===== src/rtl/ex_pkg.sv =====
// Shared constants for the execute stage: ALU op codes, R-type funct values,
// ex_ctl bit positions and the multiplier FSM state type.
package ex_pkg;

  localparam logic [1:0] ALUOP_ADD = 2'b00;
  localparam logic [1:0] ALUOP_SUB = 2'b01;
  localparam logic [1:0] ALUOP_R   = 2'b10;

  localparam logic [5:0] FN_ADD = 6'b100000;
  localparam logic [5:0] FN_SUB = 6'b100010;
  localparam logic [5:0] FN_AND = 6'b100100;
  localparam logic [5:0] FN_OR  = 6'b100101;
  localparam logic [5:0] FN_SLT = 6'b101010;
  localparam logic [5:0] FN_MUL = 6'b011000;

  localparam int CTL_REGDST   = 3;
  localparam int CTL_ALUOP_HI = 2;
  localparam int CTL_ALUOP_LO = 1;
  localparam int CTL_ALUSRC   = 0;

  typedef enum logic [1:0] {
    ST_IDLE = 2'd0,
    ST_MUL  = 2'd1,
    ST_DONE = 2'd2
  } mul_state_t;

endpackage


===== src/rtl/iter_mult.sv =====
// Iterative shift-add multiplier, one multiplier bit per cycle; acc holds the
// low W bits of the product while done is high.
module iter_mult
  import ex_pkg::*;
#(
  parameter int W      = 32,
  parameter int CYCLES = 32
) (
  input  logic         clk,
  input  logic         rst,
  input  logic         start,
  input  logic [W-1:0] a,
  input  logic [W-1:0] b,
  output logic         busy,
  output logic         done,
  output logic [W-1:0] acc
);

  localparam int CW = (CYCLES > 1) ? $clog2(CYCLES) : 1;
  localparam logic [CW-1:0] LAST = CW'(CYCLES - 1);

  mul_state_t    state, state_next;
  logic [W-1:0]  mcand, mplier, acc_q;
  logic [CW-1:0] cnt;

  always_ff @(posedge clk) begin
    if (rst) state <= ST_IDLE;
    else     state <= state_next;
  end

  always_comb begin
    state_next = state;
    busy       = 1'b0;
    done       = 1'b0;
    case (state)
      ST_IDLE: if (start) state_next = ST_MUL;
      ST_MUL: begin
        busy = 1'b1;
        if (cnt == LAST) state_next = ST_DONE;
      end
      ST_DONE: begin
        done       = 1'b1;
        state_next = ST_IDLE;
      end
      default: state_next = ST_IDLE;
    endcase
  end

  // Multiplicand shifts left while the multiplier shifts right, so bit 0 of
  // mplier always selects whether the current partial product is added.
  always_ff @(posedge clk) begin
    if (rst) begin
      mcand  <= '0;
      mplier <= '0;
      acc_q  <= '0;
      cnt    <= '0;
    end else if (state == ST_IDLE && start) begin
      mcand  <= a;
      mplier <= b;
      acc_q  <= '0;
      cnt    <= '0;
    end else if (state == ST_MUL) begin
      if (mplier[0]) acc_q <= acc_q + mcand;
      mcand  <= mcand << 1;
      mplier <= mplier >> 1;
      cnt    <= cnt + 1'b1;
    end
  end

  assign acc = acc_q;

endmodule


===== src/rtl/ex_mem_stage.sv =====
// Execute stage and EX/MEM pipeline register. Define EX_MULT_EN to include the
// iterative multiplier and its stall; otherwise funct MUL yields 0 and stall is 0.
module ex_mem_stage
  import ex_pkg::*;
#(
  parameter int W          = 32,
  parameter int MUL_CYCLES = 32
) (
  input  logic         clk,
  input  logic         rst,
  input  logic [1:0]   wb_ctlout,
  input  logic [2:0]   m_ctlout,
  input  logic [3:0]   ex_ctlout,
  input  logic [W-1:0] npcout,
  input  logic [W-1:0] rdata1out,
  input  logic [W-1:0] rdata2out,
  input  logic [W-1:0] s_extendout,
  input  logic [4:0]   instrout_2016,
  input  logic [4:0]   instrout_1511,
  output logic         stall,
  output logic [1:0]   wb_ctl,
  output logic [2:0]   m_ctl,
  output logic [W-1:0] add_result,
  output logic         zero,
  output logic [W-1:0] alu_result,
  output logic [W-1:0] rdata2_ex,
  output logic [4:0]   dest_reg
);

  if (MUL_CYCLES != W) begin : g_bad_cfg
    $error("ex_mem_stage: MUL_CYCLES must equal W");
  end

  logic [1:0]   aluop;
  logic [5:0]   funct;
  logic [W-1:0] op_b;
  logic [W-1:0] alu_value;
  logic [W-1:0] branch_target;
  logic [4:0]   dest_sel;

  assign aluop         = ex_ctlout[CTL_ALUOP_HI:CTL_ALUOP_LO];
  assign funct         = s_extendout[5:0];
  assign op_b          = ex_ctlout[CTL_ALUSRC] ? s_extendout : rdata2out;
  assign dest_sel      = ex_ctlout[CTL_REGDST] ? instrout_1511 : instrout_2016;
  assign branch_target = npcout + (s_extendout << 2);

`ifdef EX_MULT_EN
  logic         is_mul;
  logic         mult_busy;
  logic         mult_done;
  logic [W-1:0] mult_acc;

  assign is_mul = (aluop == ALUOP_R) && (funct == FN_MUL);

  iter_mult #(
    .W      (W),
    .CYCLES (MUL_CYCLES)
  ) u_mult (
    .clk   (clk),
    .rst   (rst),
    .start (is_mul),
    .a     (rdata1out),
    .b     (op_b),
    .busy  (mult_busy),
    .done  (mult_done),
    .acc   (mult_acc)
  );

  // A mul seen while idle stalls in that very cycle; the DONE cycle does not.
  assign stall = !rst && ((is_mul && !mult_busy && !mult_done) || mult_busy);
`else
  assign stall = 1'b0;
`endif

  always_comb begin
    alu_value = '0;
    case (aluop)
      ALUOP_SUB: alu_value = rdata1out - op_b;
      ALUOP_R: begin
        case (funct)
          FN_ADD: alu_value = rdata1out + op_b;
          FN_SUB: alu_value = rdata1out - op_b;
          FN_AND: alu_value = rdata1out & op_b;
          FN_OR:  alu_value = rdata1out | op_b;
          FN_SLT: alu_value = {{(W-1){1'b0}}, ($signed(rdata1out) < $signed(op_b))};
`ifdef EX_MULT_EN
          FN_MUL: alu_value = mult_acc;
`endif
          default: alu_value = '0;
        endcase
      end
      default: alu_value = rdata1out + op_b;
    endcase
  end

  // While stalled the register inserts a bubble by clearing only the controls.
  always_ff @(posedge clk) begin
    if (rst) begin
      wb_ctl     <= '0;
      m_ctl      <= '0;
      add_result <= '0;
      zero       <= 1'b0;
      alu_result <= '0;
      rdata2_ex  <= '0;
      dest_reg   <= '0;
    end else if (stall) begin
      wb_ctl <= '0;
      m_ctl  <= '0;
    end else begin
      wb_ctl     <= wb_ctlout;
      m_ctl      <= m_ctlout;
      add_result <= branch_target;
      zero       <= (alu_value == '0);
      alu_result <= alu_value;
      rdata2_ex  <= rdata2out;
      dest_reg   <= dest_sel;
    end
  end

endmodule


===== config.mk =====
export PLATFORM = sky130hd
export DESIGN_NAME = ex_mem_stage
export DESIGN_NICKNAME = d
export VERILOG_FILES = /design/src/rtl/ex_pkg.sv /design/src/rtl/iter_mult.sv /design/src/rtl/ex_mem_stage.sv
export SDC_FILE = /design/constraint.sdc
export NUM_CORES = 1
export LEC_CHECK = 0
export ABC_CLOCK_PERIOD_IN_PS = 9580
export CAP_MARGIN = 0
export CORE_MARGIN = 3
export CORE_UTILIZATION = 50
export CTS_BUF_LIST = sky130_fd_sc_hd__clkbuf_16
export CTS_CLUSTER_DIAMETER = 60
export CTS_CLUSTER_SIZE = 16
export DETAILED_ROUTE_END_ITERATION = 10
export PLACE_DENSITY = 0.92
export SETUP_SLACK_MARGIN = 0.1
export SLEW_MARGIN = 15
export SYNTH_ARGS = -nofsm -noshare
export SYNTH_HDL_FRONTEND = slang
export SYNTH_HIERARCHICAL = 1
export SYNTH_SLANG_ARGS = --single-unit

===== constraint.sdc =====
create_clock -name clk -period 9.58 [get_ports clk]
set_clock_uncertainty 0.1 [all_clocks]
set_input_delay 1.916 -clock clk [delete_from_list [all_inputs] [get_ports clk]]
set_output_delay 1.916 -clock clk [all_outputs]
set_load 0.1 [all_outputs]

==> qor.yml, run 1 <==
status:
  outcome: "completed"
logic_synthesis:
  ys_async_sr_fraction: 0
  netlist_instances: 1269
  synth-edff-count: 0
  synthFlopType: "dfxtp_1"
  mappedNetlistNets: 1565
  seq_area_frac_synth: 0.211
  synth-simple-area-share: 0.194
  synth.avg_cell_area_um2: 8.00
  synth.area.top_cells: "dfxtp_1 21%, ha_1 18%, mux2i_1 5.2%"
  muxShareOfSynthArea: 0.0567
  synth_seq_cells: 107
  yosys_warnings: 6
  synth-compound-area-share: 0.244
  synthXorXnorAreaFrac: 0.0457
  synth_top_area_share: 0.211
  synth_top_cell_by_area: "dfxtp_1"
  syn_area_um2: 10200
  synthAdderAreaFrac: 0.183
  synth_top_family_by_area: "compound AO/OA/AOI/OAI gates"
  ys_types: 91
floorplan:
  core_area_um2: 19700
  die_area_um2: 22100
  start_util: 0.515
  die_h_um: 149
  fp.dieW_um: 149
  rows: 51
  num_io_pins: 257
clock_tree:
  cts_buffers: 9
  htree_levels: 3
  clock_path_buffers: 2
  root_buffer: "clkbuf_16"
  ctsResizeCount: 0
  clock-sinks: 107
  cts_tree: "built"
  cts_hold_buf: 0
  cts_setup_buffers: 0
  clkTransAtPathRegs_ns: 0.09
pwr:
  p_total_mw: 1.98
  vdd_drop_max_mv: 0.109
  power_density_nw_per_um2: 150
  p_leak_nw: 5.75
drt:
  drt_iter0_markers: 926
  wl_per_cell_um: 19.7
  route.detailed.drc: 0
  drt.antenna.violating_nets: 0
  wl_um: 34600
  dr_total_vias: 10600
  drt_first_pass_iters: 5
  via_per_inst: 6.01
timing:
  setup_viol: 0
  drv_slew: 0
  period_share: 0.660
  finalHoldViolCount: 0
  tightest_slew_ns: 1.04
  fmax_mhz: 158
  rsz0062_at_grt: "no"
  slew_headroom: 0.306
  timing.final.crit_period_ns: 6.32
  finalWorstSetupSlack_ns: 3.26
  tns_ns: 0
setup_path:
  path_cells: "clkdlybuf4s50_1 -> mux2i_1 -> inv_1 -> ha_1 -> inv_1 -> fa_1 -> nand2b_1 -> a21bo_2 -> a211oi_1 -> nor2_2 -> a21oi_1 -> mux2_1 -> nor4b_1 -> nand3_1 -> nor4_1 -> nand3_1 -> nor3b_2"
  cp-start-kind: "input port"
  cp.depth: 17
  cp.arrival_ns: 6.52
  cp.required_ns: 9.78
  cpPeakStageDelay_ns: 0.53
  slowest_stage: "clkdlybuf4s50_1"
  cp_num_buf_inv: 3
  critPathMaxFanout: 5
  criticalPathCategory: "in2reg"
  path_delay_family: "simple AND/OR/NAND/NOR gates"
  cp-end-kind: "flip-flop"
cells_and_area:
  syn_to_final_growth_pct: 29.7
  drive_above_1_share: 0.0448
  reg.largest.list: "add_result x32, alu_result x32, rdata2_ex x32"
  diodes: 0
  final_common_cell: "clkdlybuf4s50_1"
  final_cell_mix: "252 x clkdlybuf4s50_1, 144 x ha_1, 125 x nor2_1"
  fill_cells: 1627
  layout.nets: 1785
  finalInstanceArea_um2: 13200
  multi_input_area_um2: 7350
  seq_area_um2: 2140
place:
  gp_congestion: 1.01
  dpl.hpwl_um: 27300
  io_buffers: 255
  pre_cts_slack_ns: 3.07
  dpl-instance-area_um2: 12900
global_route:
  grt_pass1_vias: 10200
  grt.total_usage: 0.301
  gr-total-overflow: 0
  antenna_found_initial: 1
  grt_first_pass_wirelength_um: 53300
  grt_max_degree: 58
worst_hold_path:
  holdCritPathClass: "in2reg"
  min_path_cells: 2
run:
  max-cap-violations: 0
final cells by class:
class / instances / area share
multi-input combinational: 989 / 0.558
timing repair buffer: 264 / 0.198
clock buffer: 9 / 0.0171
inverter: 118 / 0.0336
tap: 265 / 0.0252
sequential: 107 / 0.163
clock inverter: 7 / 0.00541
Yosys cell counts, types with 14 or more instances:
master / n
ha_1: 144
nor2_1: 126
inv_1: 116
dfxtp_1: 107
a21oi_1: 92
nor2b_1: 59
mux2i_1: 53
nand2_1: 53
o21ai_0: 39
clkbuf_1: 35
xnor2_1: 31
nor3_1: 24
xor2_1: 22
nand2b_1: 21
nand3_1: 21
a21o_1: 20
o211ai_1: 17
a211oi_1: 15
o21ai_1: 14
path summary, 6_finish.rpt:
check	start	to	slack [ns]
max	rdata2out[0]	zero	3.26
min	rst	dest_reg[4]	1.93
power by group:
part           total (mW)  switching (mW)  internal, mW
clock network       0.386           0.202         0.184
logic                1.09           0.738         0.352
registers           0.502          0.0121         0.489
total                1.98           0.952          1.03
metal layers:
metal  track usage  wire [µm]  vias to the layer above
li1              -          -                     4940
met1         0.372      13500                     4879
met2         0.495      15900                      615
met3        0.0746       3610                      131
met4         0.133       1520                        2
met5             0          7                        -
per-stage QoR:
| step | cells | utilization | hold slack (ns) |
|---|---|---|---|
| 5_1_grt | 1759 | 0.668 | 1.97 |
| 3_3_place_gp | 1743 | 0.653 | 2.31 |
| 3_5_place_dp | 1743 | 0.653 | 2.32 |
| 4_1_cts | 1759 | 0.668 | 1.94 |
| 2_1_floorplan | 1269 | - | 1.94 |
| 6_report | 1759 | 0.668 | 1.93 |
logic make-up after synthesis:
family,Yosys count
AOI/OAI and AO/OA,346
and+or+nand+nor,385
muxes,57
xor gates and xnor gates,53
DFF,107
adders and majority gates,147
buffers and inverters,173
other,1
(Power assumes the default switching activity.)
==> inputs of run 2 (changes only) <==
- ABC_CLOCK_PERIOD_IN_PS: 9580 -> 6500
- clock period: 9.58 -> 6.5 ns (I/O delays scaled with it)
==> qor.yml, run 2 (synthesis gave the netlist of run 1 again) <==
status:
  outcome: "completed"
floorplan:
  rows: 51  # unchanged
  fp.dieW_um: 149  # unchanged
  die_area_um2: 22100  # unchanged
  num_io_pins: 257  # unchanged
  die_h_um: 149  # unchanged
  start_util: 0.515  # unchanged
  core_area_um2: 19700  # unchanged
timing:
  tightest_slew_ns: 1.05  # +0.0138 ns
  drv_slew: 0  # unchanged
  period_share: 0.846
  fmax_mhz: 182
  tns_ns: 0  # unchanged
  slew_headroom: 0.297  # -0.00922
  timing.final.crit_period_ns: 5.50
  setup_viol: 0  # unchanged
  finalHoldViolCount: 0  # unchanged
  rsz0062_at_grt: "no"
setup_path:
  path_delay_family: "simple AND/OR/NAND/NOR gates"
  cpPeakStageDelay_ns: 0.63  # +0.10 ns
  cp.arrival_ns: 5.70  # -0.82 ns
  cp_num_buf_inv: 1  # -2
  critPathMaxFanout: 15  # +10
  cp.required_ns: 6.70  # -3.08 ns
  cp-start-kind: "input port"
  cp-end-kind: "flip-flop"
  slowest_stage: "mux2i_1"
  cp.depth: 14  # -3
  endpoint: "zero"
  criticalPathCategory: "in2reg"
  path_cells: "buf_2 -> mux2i_1 -> ha_1 -> a21oi_2 -> o32ai_1 -> a211oi_2 -> nand4_1 -> a41oi_2 -> mux2i_1 -> nor4_1 -> o21ai_1 -> nor4_1 -> nand3_1 -> nor3b_2"
  startpoint: "ex_ctlout[0]"
pwr:
  clockPowerShare: 0.203  # +0.008
  seqPwrFrac: 0.251  # -0.003
  p_switching_mw: 1.42  # +49%
  power.internal_mw: 1.52  # +48%
  p_total_mw: 2.94  # +49%
  p_comb_frac: 0.546  # -0.005
  p_leak_nw: 5.76  # +0.27%
  swShare: 0.483  # +0.00140
  power_density_nw_per_um2: 223  # +48%
  vdd_drop_max_mv: 0.146  # +34%
drt:
  dr_total_vias: 10500  # -1.1%
  drt.antenna.violating_nets: 0  # unchanged
  via_per_inst: 5.94  # -1.1%
  route.detailed.drc: 0  # unchanged
  drt_iter0_markers: 1107  # +20%
  wl_per_cell_um: 19.5  # -0.84%
  wl_um: 34400  # -0.78%
  drt_first_pass_iters: 6  # +1
clock_tree:
  ctsResizeCount: 0  # unchanged
  cts_hold_buf: 0  # unchanged
  cts_tree: "built"
  clock-sinks: 107  # unchanged
  cts_setup_buffers: 0  # unchanged
  clock_path_buffers: 2  # unchanged
  htree_levels: 3  # unchanged
  cts_buffers: 9  # unchanged
  clkTransAtPathRegs_ns: 0.08  # about the same
  root_buffer: "clkbuf_16"
cells_and_area:
  fill_cells: 1635  # +0.49%
  fin_util: 0.670  # +0.00165
  reg.largest.list: "add_result x32, alu_result x32, rdata2_ex x32"
  syn_to_final_growth_pct: 30.0
  final_cell_mix: "252 x clkdlybuf4s50_1, 144 x ha_1, 125 x nor2_1"
  final_common_cell: "clkdlybuf4s50_1"
  seq_area_um2: 2140  # unchanged
  layout.nets: 1786  # +0.056%
  diodes: 0  # unchanged
  drive_above_1_share: 0.0462  # +0.00131
  multi_input_area_um2: 7350  # unchanged
  finalInstanceArea_um2: 13200  # +0.25%
run:
  max-cap-violations: 0  # unchanged
worst_hold_path:
  min_path_cells: 2  # unchanged
  holdCritPathClass: "in2reg"
global_route:
  grt_first_pass_wirelength_um: 53000  # -0.56%
  gr-total-overflow: 0  # unchanged
  grt.total_usage: 0.298  # -0.00274
  grt_pass1_vias: 9934  # -2.7%
  antenna_found_initial: 0  # -1
  grt_max_degree: 58  # unchanged
place:
  dpl.hpwl_um: 27300  # -0.30%
  io_buffers: 255  # unchanged
  gp_congestion: 0.976  # -3.3%
  dpl-instance-area_um2: 12900  # +0.16%
## run 2: cell count changes in the layout (fill, tap and decap cells not counted), sizes merged
cell and change:
buf +1, clkinv -2, inv +2
## run 2: layer usage
layer	vias up	wire, µm	global-route usage
met5	-	0	0
met4	0	1200	0.108
met3	90	3080	0.0463
met2	586	16300	0.511
met1	4840	13800	0.379
li1	4937	-	-
## run 2: worst min path at each step
stage               from             end  slack (ns)
2_1_floorplan  npcout[0]   add_result[0]        1.33
3_3_place_gp         rst   add_result[3]        1.69
3_5_place_dp         rst  add_result[12]        1.70
4_1_cts              rst  add_result[12]        1.32
5_1_grt              rst  add_result[12]        1.33
6_report             rst  add_result[12]        1.31
## run 2: stage by stage
step                      setup WS, ns  hold WS, ns  instances
after global routing             0.671         1.33       1760
after detailed placement         0.787         1.70       1744
after floorplan                  0.862         1.33       1269
final                             1.00         1.31       1760
after global placement           0.885         1.69       1744
after CTS                         1.10         1.32       1760
## run 2: power by group through the flow
stage / Sequential, mW / Combinational (mW) / Clock, mW
6_report: 0.740 / 1.61 / 0.597
5_1_grt: 0.746 / 1.70 / 0.625
4_1_cts: 0.740 / 1.59 / 0.603
3_5_place_dp: 0.755 / 1.58 / 0
3_3_place_gp: 0.753 / 1.56 / 0
2_1_floorplan: 1.24 / 0.667 / 0
## run 2: cell type report
cell class / count / share of cell area
clock inverters: 7 / 0.00635
well taps: 265 / 0.0251
clock buffers: 9 / 0.0171
multi-input cells: 989 / 0.557
inverters: 118 / 0.0335
repair buffers: 265 / 0.199
flip-flops and latches: 107 / 0.162
